==> config.mk <==
export PLATFORM = sky130hd
export DESIGN_NAME = arbiter_client
export DESIGN_NICKNAME = d
export VERILOG_FILES = /design/src/rtl/arbiter_client.sv
export SDC_FILE = /design/constraint.sdc
export NUM_CORES = 1
export LEC_CHECK = 0
export ABC_AREA = 0
export BUFFER_PORTS_ARGS = -buffer_cell sky130_fd_sc_hd__buf_4
export CAP_MARGIN = 15
export CORE_ASPECT_RATIO = 1.4
export CORE_MARGIN = 4
export CORE_UTILIZATION = 52
export CTS_CLUSTER_SIZE = 30
export DETAILED_ROUTE_END_ITERATION = 8
export PLACE_DENSITY = 0.79
export SLEW_MARGIN = 20
export SYNTH_ARGS = -nofsm -noshare
export SYNTH_HDL_FRONTEND = slang
export SYNTH_SLANG_ARGS = --single-unit
==> constraint.sdc <==
create_clock -name clk -period 2.1 [get_ports clk]
set_input_delay 0.105 -clock clk [delete_from_list [all_inputs] [get_ports clk]]
set_output_delay 0.105 -clock clk [all_outputs]
set_load 0.05 [all_outputs]
==> src/rtl/arbiter_client.sv <==
// arbiter_client: requester-side agent for the 3-way arbiter.
// It queues job lengths from local logic, requests the shared resource,
// owns it for one beat per cycle and then releases it for one REL cycle.
// It reports done, timeout and abort as single-cycle pulses.
// `use` is a reserved word in SystemVerilog, so the ownership strobe is named in_use.
// Every output is a flop or a decode of flops. gnt and job_valid never reach an output combinationally.
module arbiter_client #(
  parameter int DEPTH      = 4,
  parameter int LEN_W      = 4,
  parameter int WAIT_LIMIT = 15
) (
  input  logic                         clk,
  input  logic                         rst_n,
  input  logic                         job_valid,
  input  logic [LEN_W-1:0]             job_len,
  output logic                         job_ready,
  output logic                         req,
  input  logic                         gnt,
  output logic                         in_use,
  output logic [LEN_W-1:0]             beat_idx,
  output logic                         done,
  output logic                         timeout,
  output logic                         abort,
  output logic [$clog2(DEPTH+1)-1:0]   pending
);

  localparam int PTR_W  = (DEPTH > 1) ? $clog2(DEPTH) : 1;
  localparam int CNT_W  = $clog2(DEPTH + 1);
  localparam int WAIT_W = $clog2(WAIT_LIMIT + 1);

  localparam logic [1:0] IDLE = 2'd0;
  localparam logic [1:0] REQ  = 2'd1;
  localparam logic [1:0] OWN  = 2'd2;
  localparam logic [1:0] REL  = 2'd3;

  localparam logic [CNT_W-1:0]  DEPTH_C   = CNT_W'(DEPTH);
  localparam logic [PTR_W-1:0]  PTR_LAST  = PTR_W'(DEPTH - 1);
  localparam logic [WAIT_W-1:0] WAIT_LAST = WAIT_W'(WAIT_LIMIT - 1);

  // FSM state. It is kept as a plain named signal so checkers can bind to it.
  logic [1:0]        state;
  logic [LEN_W-1:0]  mem [DEPTH];
  logic [PTR_W-1:0]  wr_ptr;
  logic [PTR_W-1:0]  rd_ptr;
  logic [CNT_W-1:0]  count;
  logic [WAIT_W-1:0] wait_cnt;
  logic [LEN_W-1:0]  cur_len;
  logic              done_r;
  logic              timeout_r;
  logic              abort_r;
  logic              push;
  logic              pop;

  // Handshake contract with local logic:
  //   A job is taken on an edge where job_valid is high and job_ready is high.
  //   job_ready is high whenever fewer than DEPTH jobs are held.
  //   One exception applies while the queue is full. A job offered on the edge
  //   that retires the head is also taken, because that slot frees on the same edge.
  //   Any other job offered while full is dropped.
  // The head is retired on the grant-held edge that completes its final beat.
  always_comb begin
    pop  = (state == OWN) && gnt && (beat_idx == cur_len);
    push = job_valid && ((count < DEPTH_C) || pop);
  end

  // Ownership FSM with the wait counter, the beat counter and the pulse flags.
  always_ff @(posedge clk or negedge rst_n) begin
    if (!rst_n) begin
      state     <= IDLE;
      wait_cnt  <= '0;
      beat_idx  <= '0;
      cur_len   <= '0;
      done_r    <= 1'b0;
      timeout_r <= 1'b0;
      abort_r   <= 1'b0;
    end else begin
      done_r    <= 1'b0;
      timeout_r <= 1'b0;
      abort_r   <= 1'b0;
      case (state)
        IDLE: begin
          if (count != '0) begin
            state    <= REQ;
            wait_cnt <= '0;
          end
        end
        REQ: begin
          // A grant on the same edge that reaches the limit wins over the timeout.
          if (gnt) begin
            state    <= OWN;
            cur_len  <= mem[rd_ptr];
            beat_idx <= '0;
          end else if (wait_cnt == WAIT_LAST) begin
            state     <= REL;
            timeout_r <= 1'b1;
            wait_cnt  <= '0;
          end else begin
            wait_cnt <= wait_cnt + WAIT_W'(1);
          end
        end
        OWN: begin
          // A lost grant outranks completion, even on the final beat.
          if (!gnt) begin
            state    <= REL;
            abort_r  <= 1'b1;
            beat_idx <= '0;
          end else if (beat_idx == cur_len) begin
            state    <= REL;
            done_r   <= 1'b1;
            beat_idx <= '0;
          end else begin
            beat_idx <= beat_idx + LEN_W'(1);
          end
        end
        REL: begin
          state <= IDLE;
        end
        default: begin
          state <= IDLE;
        end
      endcase
    end
  end

  // Queue pointers and occupancy. A push and a pop on the same edge cancel out.
  always_ff @(posedge clk or negedge rst_n) begin
    if (!rst_n) begin
      wr_ptr <= '0;
      rd_ptr <= '0;
      count  <= '0;
    end else begin
      if (push) begin
        wr_ptr <= (wr_ptr == PTR_LAST) ? '0 : wr_ptr + PTR_W'(1);
      end
      if (pop) begin
        rd_ptr <= (rd_ptr == PTR_LAST) ? '0 : rd_ptr + PTR_W'(1);
      end
      case ({push, pop})
        2'b10:   count <= count + CNT_W'(1);
        2'b01:   count <= count - CNT_W'(1);
        default: count <= count;
      endcase
    end
  end

  // Queue storage. No reset is needed because the pointers define which entries are valid.
  // When the queue is full, a write lands in the slot being retired on that edge.
  always_ff @(posedge clk) begin
    if (push) begin
      mem[wr_ptr] <= job_len;
    end
  end

  assign req       = (state == REQ) || (state == OWN);
  assign in_use    = (state == OWN);
  assign done      = done_r;
  assign timeout   = timeout_r;
  assign abort     = abort_r;
  assign pending   = count;
  assign job_ready = (count < DEPTH_C);

endmodule

==> results of run 1 <==
==> flip-flops by register name, summed over array words and instances, names as in the netlist, 2 cells and up <==
signal and count:
wait_cnt 4, state 2, wr_ptr 2, beat_idx 4, cur_len 4, rd_ptr 2, pending 3, mem 16
==> worst max-delay path: cells and delay by family (launching register included) <==
family	cells	cell delay, ps
simple gates	3	440
flops	1	440
buf+inv	1	40
fa+ha+maj	3	710
xor+xnor	2	270
compound gates	1	140
==> layer usage <==
layer  GRT usage [%]  vias up
li1                -      649
met1            19.5      664
met2            30.8       36
met3            3.46        6
met4            6.29        0
met5               0        -
==> kinds of logic after synthesis <==
group	count (synthesis)	synth area share (%)
mux	12	9.27
fa+ha+maj	14	9.08
xor+xnor	7	3.05
buf+inv	14	3.05
simple gates	53	14.5
compound gates	20	7.34
flops	40	53.7
==> worst paths after layout <==
check | slack, ps | to | depth (start not counted)
min in group asynchronous | 240 | state[0]$_DFFE_PN0P_ | 2
max in group asynchronous | 1600 | beat_idx[1]$_DFFE_PN0P_ | 2
hold / removal | 7 | mem[1][3]$_DFFE_PP_ | 1
setup reg to reg | -20 | pending[2]$_DFFE_PN0P_ | 10
setup / recovery | -20 | pending[2]$_DFFE_PN0P_ | 10
hold reg to reg | 540 | wait_cnt[2]$_DFFE_PN0P_ | 1
==> Yosys cell counts (2+ instances only) <==
library cell   n
nor3_1         3
a21oi_1        3
mux2_2         5
a21o_1         2
xnor2_1        6
ha_1          13
nor2_1        10
nor4_1         2
nand2_1       17
edfxtp_1      16
o21ai_0        6
mux2_4         2
nand3b_1       2
dfrtp_1       24
inv_1         10
nor2b_1        3
o311ai_0       2
and2_1         2
nand3_1        5
mux4_2         4
==> area by class of cell <==
class | count | area [sq um]
timing repair buffer | 35 | 268
inverter | 11 | 41.3
tap | 42 | 52.6
clock buffer | 5 | 68.8
multi-input combinational | 106 | 926
sequential | 40 | 1090
fill | 271 | 1190
clock inverter | 3 | 46.3
==> power groups by stage <==
stage	combinational (mW)	clock (mW)	sequential, mW
finish	1.45	0.645	1.15
global placement	1.30	0	1.14
global route	1.58	0.694	1.17
detailed placement	1.34	0	1.15
floorplan	0.888	0	1.25
CTS	1.37	0.656	1.14
==> timing repair <==
| item | in CTS | in global routing |
|---|---|---|
| endpoints found under the setup margin | 1 | 2 |
| gates resized for setup | 1 | 5 |
| pin swaps | 6 | 7 |
| hold buffers | 2 | 0 |
| setup buffers | 3 | 2 |
| hold endpoints to repair | 25 | 0 |
==> results.toml, run 1 <==
[logic_synthesis]
synth_area_leader_cell = "dfrtp_1"
synth_nets = 182
yosysWarnings = 0
netlist_area_sq_um = 2010
syn_area_per_cell_sq_um = 12.6
synthFlopType = "dfrtp_1"
ys_seq_elements = 40
synth_area_leaders = "dfrtp_1, edfxtp_1, ha_1"
seq_area_frac_synth_pct = 53.7
synth_edf_count = 16
async_flop_share_pct = 60.0
synth_cells = 160
synth_cell_types = 43
synth_top_cell_area_share_pct = 29.9

[timing]
finalClockSkew_ps = 5.71
period_minus_slack_ps = 2120
tightest_slew_ps = 413
finalSetupViolations = 1
layout_setup_ws_ps = -21.0
finalCritPeriodShare_pct = 101
slew_violations = 0
fin_setup_tns_ps = -21.0
finalHoldViolations = 0
relSlewSlack_pct = 72.4
fmaxAchievable_ghz = 0.471
holdWs_ps = 7.12
rsz0062_at_grt = "yes"

[power]
pwr-share-comb_pct = 44.6
power_mw = 3.24
p_int_mw = 1.98
p_leak_nw = 1.07
swShare_pct = 38.9
ir_worst_vdd_v = 0.00122
p_seq_share_pct = 35.5
p_sw_mw = 1.26
pwr-share-clk_pct = 19.9
cellPowerDensity_nw_per_um2 = 1300

[run_status]
status = "complete, but fails checks"
failed_checks = "setup timing"

[die]
core_sq_um = 3680
die_w_microns = 60.6
ioPinCount = 21
die_y_microns = 81.6
rows = 26
dieArea_sq_um = 4940
start_util_pct = 54.7

[drt]
wl_met3_microns = 152
dr.pass1.iters = 4
antenna_left = 0
post_drt_via_cell_ratio = 5.60
highest_layer = "met4"
m1WireLength_microns = 1430
drc = 0
drt-total-wl_microns = 3720
wire_per_inst_microns = 15.4
dr.first_iter.drc_count = 60
vias = 1355
route.met2.wl_microns = 2080

[finish]
area_delta_synth_final_pct = 23.7
nets = 221
layout_common_cells = "buf_4, dfrtp_1, nand2_1"
utilization_pct = 67.7
drive_gt1_share_pct = 37.0
insertedDiodeCount = 0
fin_area_sq_um = 2490
final_common_cell = "buf_4"
fin_cells = 242

[setup_path]
cp_common_cell = "and2_4"
crit_arrival_ps = 2340
cpMaxStageDelayCell = "dfrtp_1"
worstSetupEndpointType = "register"
cpPeakStageDelay_ps = 440
cp_max_fo = 4
rr_startpoint = "state[1]$_DFFE_PN0P_"
crit_chain = "ha_4 > and2_4 > and2_4 > o21ai_2 > ha_2 > inv_2 > fa_2 > xor2_1 > nor2_1 > xnor2_1"
worst-setup-path-type = "reg -> reg"
start_kind = "register"
required_ps = 2320
startpoint = "state[1]$_DFFE_PN0P_"

[placed_design]
dp_slack_ps = -26.4
place.port_buffers = 20
place_congestion = 0.835
hpwl_microns = 2770
placedCellCount = 227
placed_area_sq_um = 2290

[clock_network]
numCtsBuffers = 5
htree_levels = 2
cts_tree = "built"
cts-root-buf = "clkbuf_8"
clock_latency_ps = 290
max-clock-path-buffers = 2
cts_num_sinks = 40
clk_pin_slew_worst_paths_ps = 80

[grt]
grt_pass1_wl_microns = 6330
antenna_found_initial = 0
grt-ovfl-total = 0
track_usage_pct = 17.1
grt_pass1_vias = 1404
grt_max_degree = 25

[flow_run]
cap_violations = 0

[hold_path]
holdCritPathClass = "in -> reg"
hold_start = "job_len[3]"
Note: power is estimated with default switching activity, not from simulation.
==> inputs of run 2 (changes only) <==
HOLD_SLACK_MARGIN = 0.02   (was default)
==> run 2 against run 1 <==
Against the previous run:
- the run still ends with setup timing left
- hold slack improved by 150 ps
- worst setup slack barely moved
- non-clock buffer count rose by 4
- via count rose by 0.81%
- sequential cell count did not move
- sequential share of layout area fell by 0.69 points
- sequential power barely moved
- combinational power barely moved
- die area did not move
- design area rose by 1.6%
- fmax barely moved
==> results.toml, run 2 (synthesis results as in run 1) <==
[timing]
slew_violations = 0
fmaxAchievable_ghz = 0.471
layout_setup_ws_ps = -21.4
finalHoldViolations = 0
rsz0062_at_grt = "yes"
relSlewSlack_pct = 71.9
finalClockSkew_ps = 5.89
tightest_slew_ps = 421
finalSetupViolations = 1
period_minus_slack_ps = 2120
finalCritPeriodShare_pct = 101

[setup_path]
required_ps = 2320
crit_arrival_ps = 2340
worst-setup-path-type = "reg -> reg"
start_kind = "register"
worstSetupEndpointType = "register"
cp_max_fo = 4
r2r_cells = 10

[power]
ir_worst_vdd_v = 0.00122
p_leak_nw = 1.08
cellPowerDensity_nw_per_um2 = 1290

[finish]
fin_cells = 246
final_common_cell = "buf_4"
nets = 225
fin_area_sq_um = 2530
area_delta_synth_final_pct = 25.7
fillers = 263
insertedDiodeCount = 0
regArea_sq_um = 1090
largest_reg_flops = 16
layout_common_cells = "buf_4, dfrtp_1, nand2_1"
top_register = "mem"
multi_input_area_sq_um = 926
drive_gt1_share_pct = 36.3

[placed_design]
place_congestion = 0.835
place.port_buffers = 20
hpwl_microns = 2770
placedCellCount = 227
dp_slack_ps = -26.4
placed_area_sq_um = 2290

[die]
die_w_microns = 60.6
start_util_pct = 54.7
core_sq_um = 3680
rows = 26
die_y_microns = 81.6
dieArea_sq_um = 4940
ioPinCount = 21

[drt]
vias = 1366
wire_per_inst_microns = 15.3
dr.first_iter.drc_count = 57
drt-total-wl_microns = 3780
dr.pass1.iters = 4
antenna_left = 0
drc = 0
post_drt_via_cell_ratio = 5.55

[flow_run]
cap_violations = 0

[clock_network]
cts_num_sinks = 40
htree_levels = 2
clock_latency_ps = 290
numCtsBuffers = 5
cts_tree = "built"
cts-root-buf = "clkbuf_8"
max-clock-path-buffers = 2
clk_pin_slew_worst_paths_ps = 80

[grt]
grt_pass1_wl_microns = 6470
grt_pass1_vias = 1422
grt-ovfl-total = 0
antenna_found_initial = 0
track_usage_pct = 17.5
grt_max_degree = 25

[hold_path]
hold-path-cell-count = 3
holdCritPathClass = "in -> reg"

[run_status]
failed_checks = "setup timing"
status = "complete, but fails checks"
[run 2: cell count changes in the layout (fill, tap and decap cells not counted)]
cell           before  now
dlygate4sd3_1       2    6
[run 2: stage by stage]
stage | total power, mW | TNS (ps) | utilization [%] | hold WS (ps)
final | 3.25 | -21.4 | 68.8 | 161
after CTS | 3.18 | -17.1 | 67.8 | 162
after global routing | 3.45 | -132 | 68.8 | 201
after floorplan | 2.14 | -344 | - | -191
after detailed placement | 2.50 | -26.4 | 62.2 | 24.8
after global placement | 2.44 | 0 | 62.2 | 17.5
[run 2: path summary, 6_finish.rpt]
| path | slack, ps | endpoint | from |
|---|---|---|---|
| worst max-delay path | -20 | pending[2]$_DFFE_PN0P_ | state[1]$_DFFE_PN0P_ |
| worst min-delay path | 160 | wr_ptr[1]$_DFFE_PN0P_ | job_valid |
| worst max register to register | -20 | pending[2]$_DFFE_PN0P_ | state[1]$_DFFE_PN0P_ |
| worst min register to register | 540 | wait_cnt[2]$_DFFE_PN0P_ | wait_cnt[2]$_DFFE_PN0P_ |
| max in group asynchronous | 1600 | beat_idx[1]$_DFFE_PN0P_ | rst_n |
| min in group asynchronous | 250 | state[0]$_DFFE_PN0P_ | rst_n |
[run 2: cell type report]
type	instances	area share, %
clock inverter	3	1.83
inverter	11	1.63
clock buffer	5	2.72
multi-input combinational	106	36.6
timing repair buffer	39	12.2
tap	42	2.08
sequential	40	42.9
[run 2: report_power, final]
part | total (mW) | switching [mW] | internal, mW
Sequential | 1.15 | 0.187 | 0.963
Clock | 0.646 | 0.288 | 0.358
Combinational | 1.45 | 0.791 | 0.664
Total | 3.25 | 1.27 | 1.99
[run 2: layer usage]
| metal | global-route usage [%] | share of wire (%) |
|---|---|---|
| met5 | 0 | 0 |
| met4 | 6.29 | 1.9 |
| met3 | 3.46 | 3.4 |
| met2 | 31.4 | 56 |
| met1 | 20.1 | 39 |
[run 2: timing repair]
action                                  in CTS  in global routing
cloned                                       0                  0
resized for setup                            1                  5
hold endpoints to repair                    41                  0
pin swaps                                    6                  7
hold buffers                                 6                  0
endpoints found under the setup margin       1                  2
setup buffers                                3                  2
[run 2: critical path, stage by stage (launching register included)]
cell     delay (ps)
dfrtp_1         440
ha_4            180
and2_4          150
and2_4          160
o21ai_2         140
ha_2            200
inv_2            40
fa_2            330
xor2_1          140
nor2_1          130
xnor2_1         130
==> inputs of run 3 (changes only) <==
CELL_PAD_IN_SITES_DETAIL_PLACEMENT = 0   (was default)
CELL_PAD_IN_SITES_GLOBAL_PLACEMENT = 1   (was default)
CORE_UTILIZATION = 42   (was 52)
PLACE_DENSITY = 0.78   (was 0.79)
SKIP_LAST_GASP = 1   (was default)
==> run 3 against run 2 <==
Against the previous run:
- the flow now finishes without violations
- count of clock-buffer cells in the layout did not move
- first-iteration DRC count rose by 44%
- wire length fell by 0.21%
- clock skew fell by 0.78 ps
- design area rose by 1.4%
- clock power fell by 0.6%
- sequential power barely moved
- non-clock buffer count rose by 3
- fmax rose by 2.2%
- worst setup slack improved by 45 ps
- register-to-register slack improved by 50 ps
==> results.toml, run 3 (synthesis results as in run 1) <==
[clock_network]
clk_pin_slew_worst_paths_ps = 80
htree_levels = 2
cts-root-buf = "clkbuf_8"
max-clock-path-buffers = 2
cts_tree = "built"
cts_num_sinks = 40
clock_latency_ps = 290
numCtsBuffers = 5

[timing]
finalClockSkew_ps = 5.11
slew_violations = 0
finalHoldViolations = 0
finalSetupViolations = 0
layout_setup_ws_ps = 23.9
tightest_slew_ps = 414
rsz0062_at_grt = "yes"
period_minus_slack_ps = 2080
finalCritPeriodShare_pct = 98.9
relSlewSlack_pct = 72.3
fmaxAchievable_ghz = 0.482

[placed_design]
place.port_buffers = 20
placed_area_sq_um = 2330
placedCellCount = 250
hpwl_microns = 2770
dp_slack_ps = -2.37
place_congestion = 0.776

[power]
cellPowerDensity_nw_per_um2 = 1260
pwr-share-comb_pct = 44.7
pwr-share-clk_pct = 19.9
p_seq_share_pct = 35.5
swShare_pct = 38.3
p_int_mw = 1.99
power_mw = 3.23
p_sw_mw = 1.24
p_leak_nw = 1.10
ir_worst_vdd_v = 0.000598

[finish]
drive_gt1_share_pct = 36.7
largest_reg_flops = 16
insertedDiodeCount = 0
final_common_cell = "buf_4"
top_register = "mem"
nets = 228
layout_common_cells = "buf_4, dfrtp_1, nand2_1"
fin_area_sq_um = 2560
fillers = 412
area_delta_synth_final_pct = 27.4
fin_cells = 269

[grt]
grt_pass1_wl_microns = 6430
track_usage_pct = 13.6
grt_max_degree = 25
grt-ovfl-total = 0
antenna_found_initial = 0
grt_pass1_vias = 1420

[die]
dieArea_sq_um = 5980
start_util_pct = 44.0
ioPinCount = 21
die_w_microns = 66.5
rows = 29
die_y_microns = 89.9
core_sq_um = 4570

[setup_path]
rr_startpoint = "beat_idx[1]$_DFFE_PN0P_"
crit_chain = "xnor2_2 > and4_1 > and2_4 > o21ai_2 > ha_2 > inv_2 > fa_2 > xor2_1 > nor2_1 > xnor2_1"
path_delay_family = "adder cells"
crit_arrival_ps = 2300
cp_max_fo = 3
start_kind = "register"
reg2reg_slack_ps = 20
worst-setup-path-type = "reg -> reg"
cpPeakStageDelay_ps = 430
required_ps = 2320
startpoint = "beat_idx[1]$_DFFE_PN0P_"
cp_num_buf_inv = 1
worstSetupEndpointType = "register"
cpMaxStageDelayCell = "dfrtp_2"

[drt]
drt-total-wl_microns = 3770
post_drt_via_cell_ratio = 5.06
antenna_left = 0
drc = 0
dr.first_iter.drc_count = 82
wire_per_inst_microns = 14.0
vias = 1361
dr.pass1.iters = 4

[flow_run]
cap_violations = 0

[run_status]
status = "complete, no violations"

[hold_path]
holdCritPathClass = "in -> reg"
hold_start = "job_valid"
[run 3: cell count changes in the layout (fill, tap and decap cells not counted), sizes merged]
cell,change
buf,+3
[run 3: routing by layer]
layer / vias to the layer above / part of all wire, % / GRT usage [%]
met1: 659 / 40 / 15.5
met2: 32 / 54 / 24.2
met3: 10 / 3.4 / 3.12
li1: 660 / - / -
met5: - / 0 / 0
met4: 0 / 2.4 / 4.75
[run 3: what timing repair did]
action | CTS | global route
buffers inserted | 1 | 4
hold buffers | 6 | 0
endpoints found under the setup margin | 1 | 2
pin swaps | 2 | 7
endpoints found under the hold margin | 41 | 0
gates resized for setup | 0 | 4
[run 3: area by class of cell]
type	instances	area (sq um)	share of cell area (%)
clock buffers	5	68.8	2.68
clock inverters	3	46.3	1.81
inverters	11	41.3	1.61
multi-input cells	106	913	35.6
flip-flops and latches	40	1090	42.4
well taps	62	77.6	3.03
repair buffers	42	330	12.9
[run 3: worst paths after layout]
check                           cells past startpoint                      end
worst min-delay path                                3    wr_ptr[1]$_DFFE_PN0P_
worst min register to register                      1  wait_cnt[3]$_DFFE_PN0P_
max in group asynchronous                           2  beat_idx[2]$_DFFE_PN0P_
min in group asynchronous                           2    wr_ptr[0]$_DFFE_PN0P_
worst max register to register                     10   pending[2]$_DFFE_PN0P_
worst max-delay path                               10   pending[2]$_DFFE_PN0P_
[run 3: through the flow]
stage                     setup TNS (ps)  hold slack [ps]  utilization [%]
final                                  0              192             56.1
after global routing                -116              191             56.1
after CTS                          -4.46              173             55.0
after detailed placement           -2.37             20.9             51.0
after global placement                 0             17.7             51.0
after floorplan                     -344             -191                -
[run 3: tightest hold or removal path, stage by stage]
cell and delay [ps]:
buf_4 130, nand4_1 90, o311ai_0 120
[run 3: power groups by stage]
stage          Sequential [mW]  Combinational, mW  Clock, mW
2_1_floorplan             1.25              0.888          0
3_3_place_gp              1.15               1.35          0
3_5_place_dp              1.16               1.37          0
4_1_cts                   1.14               1.39      0.655
5_1_grt                   1.17               1.57      0.696
6_report                  1.15               1.44      0.642
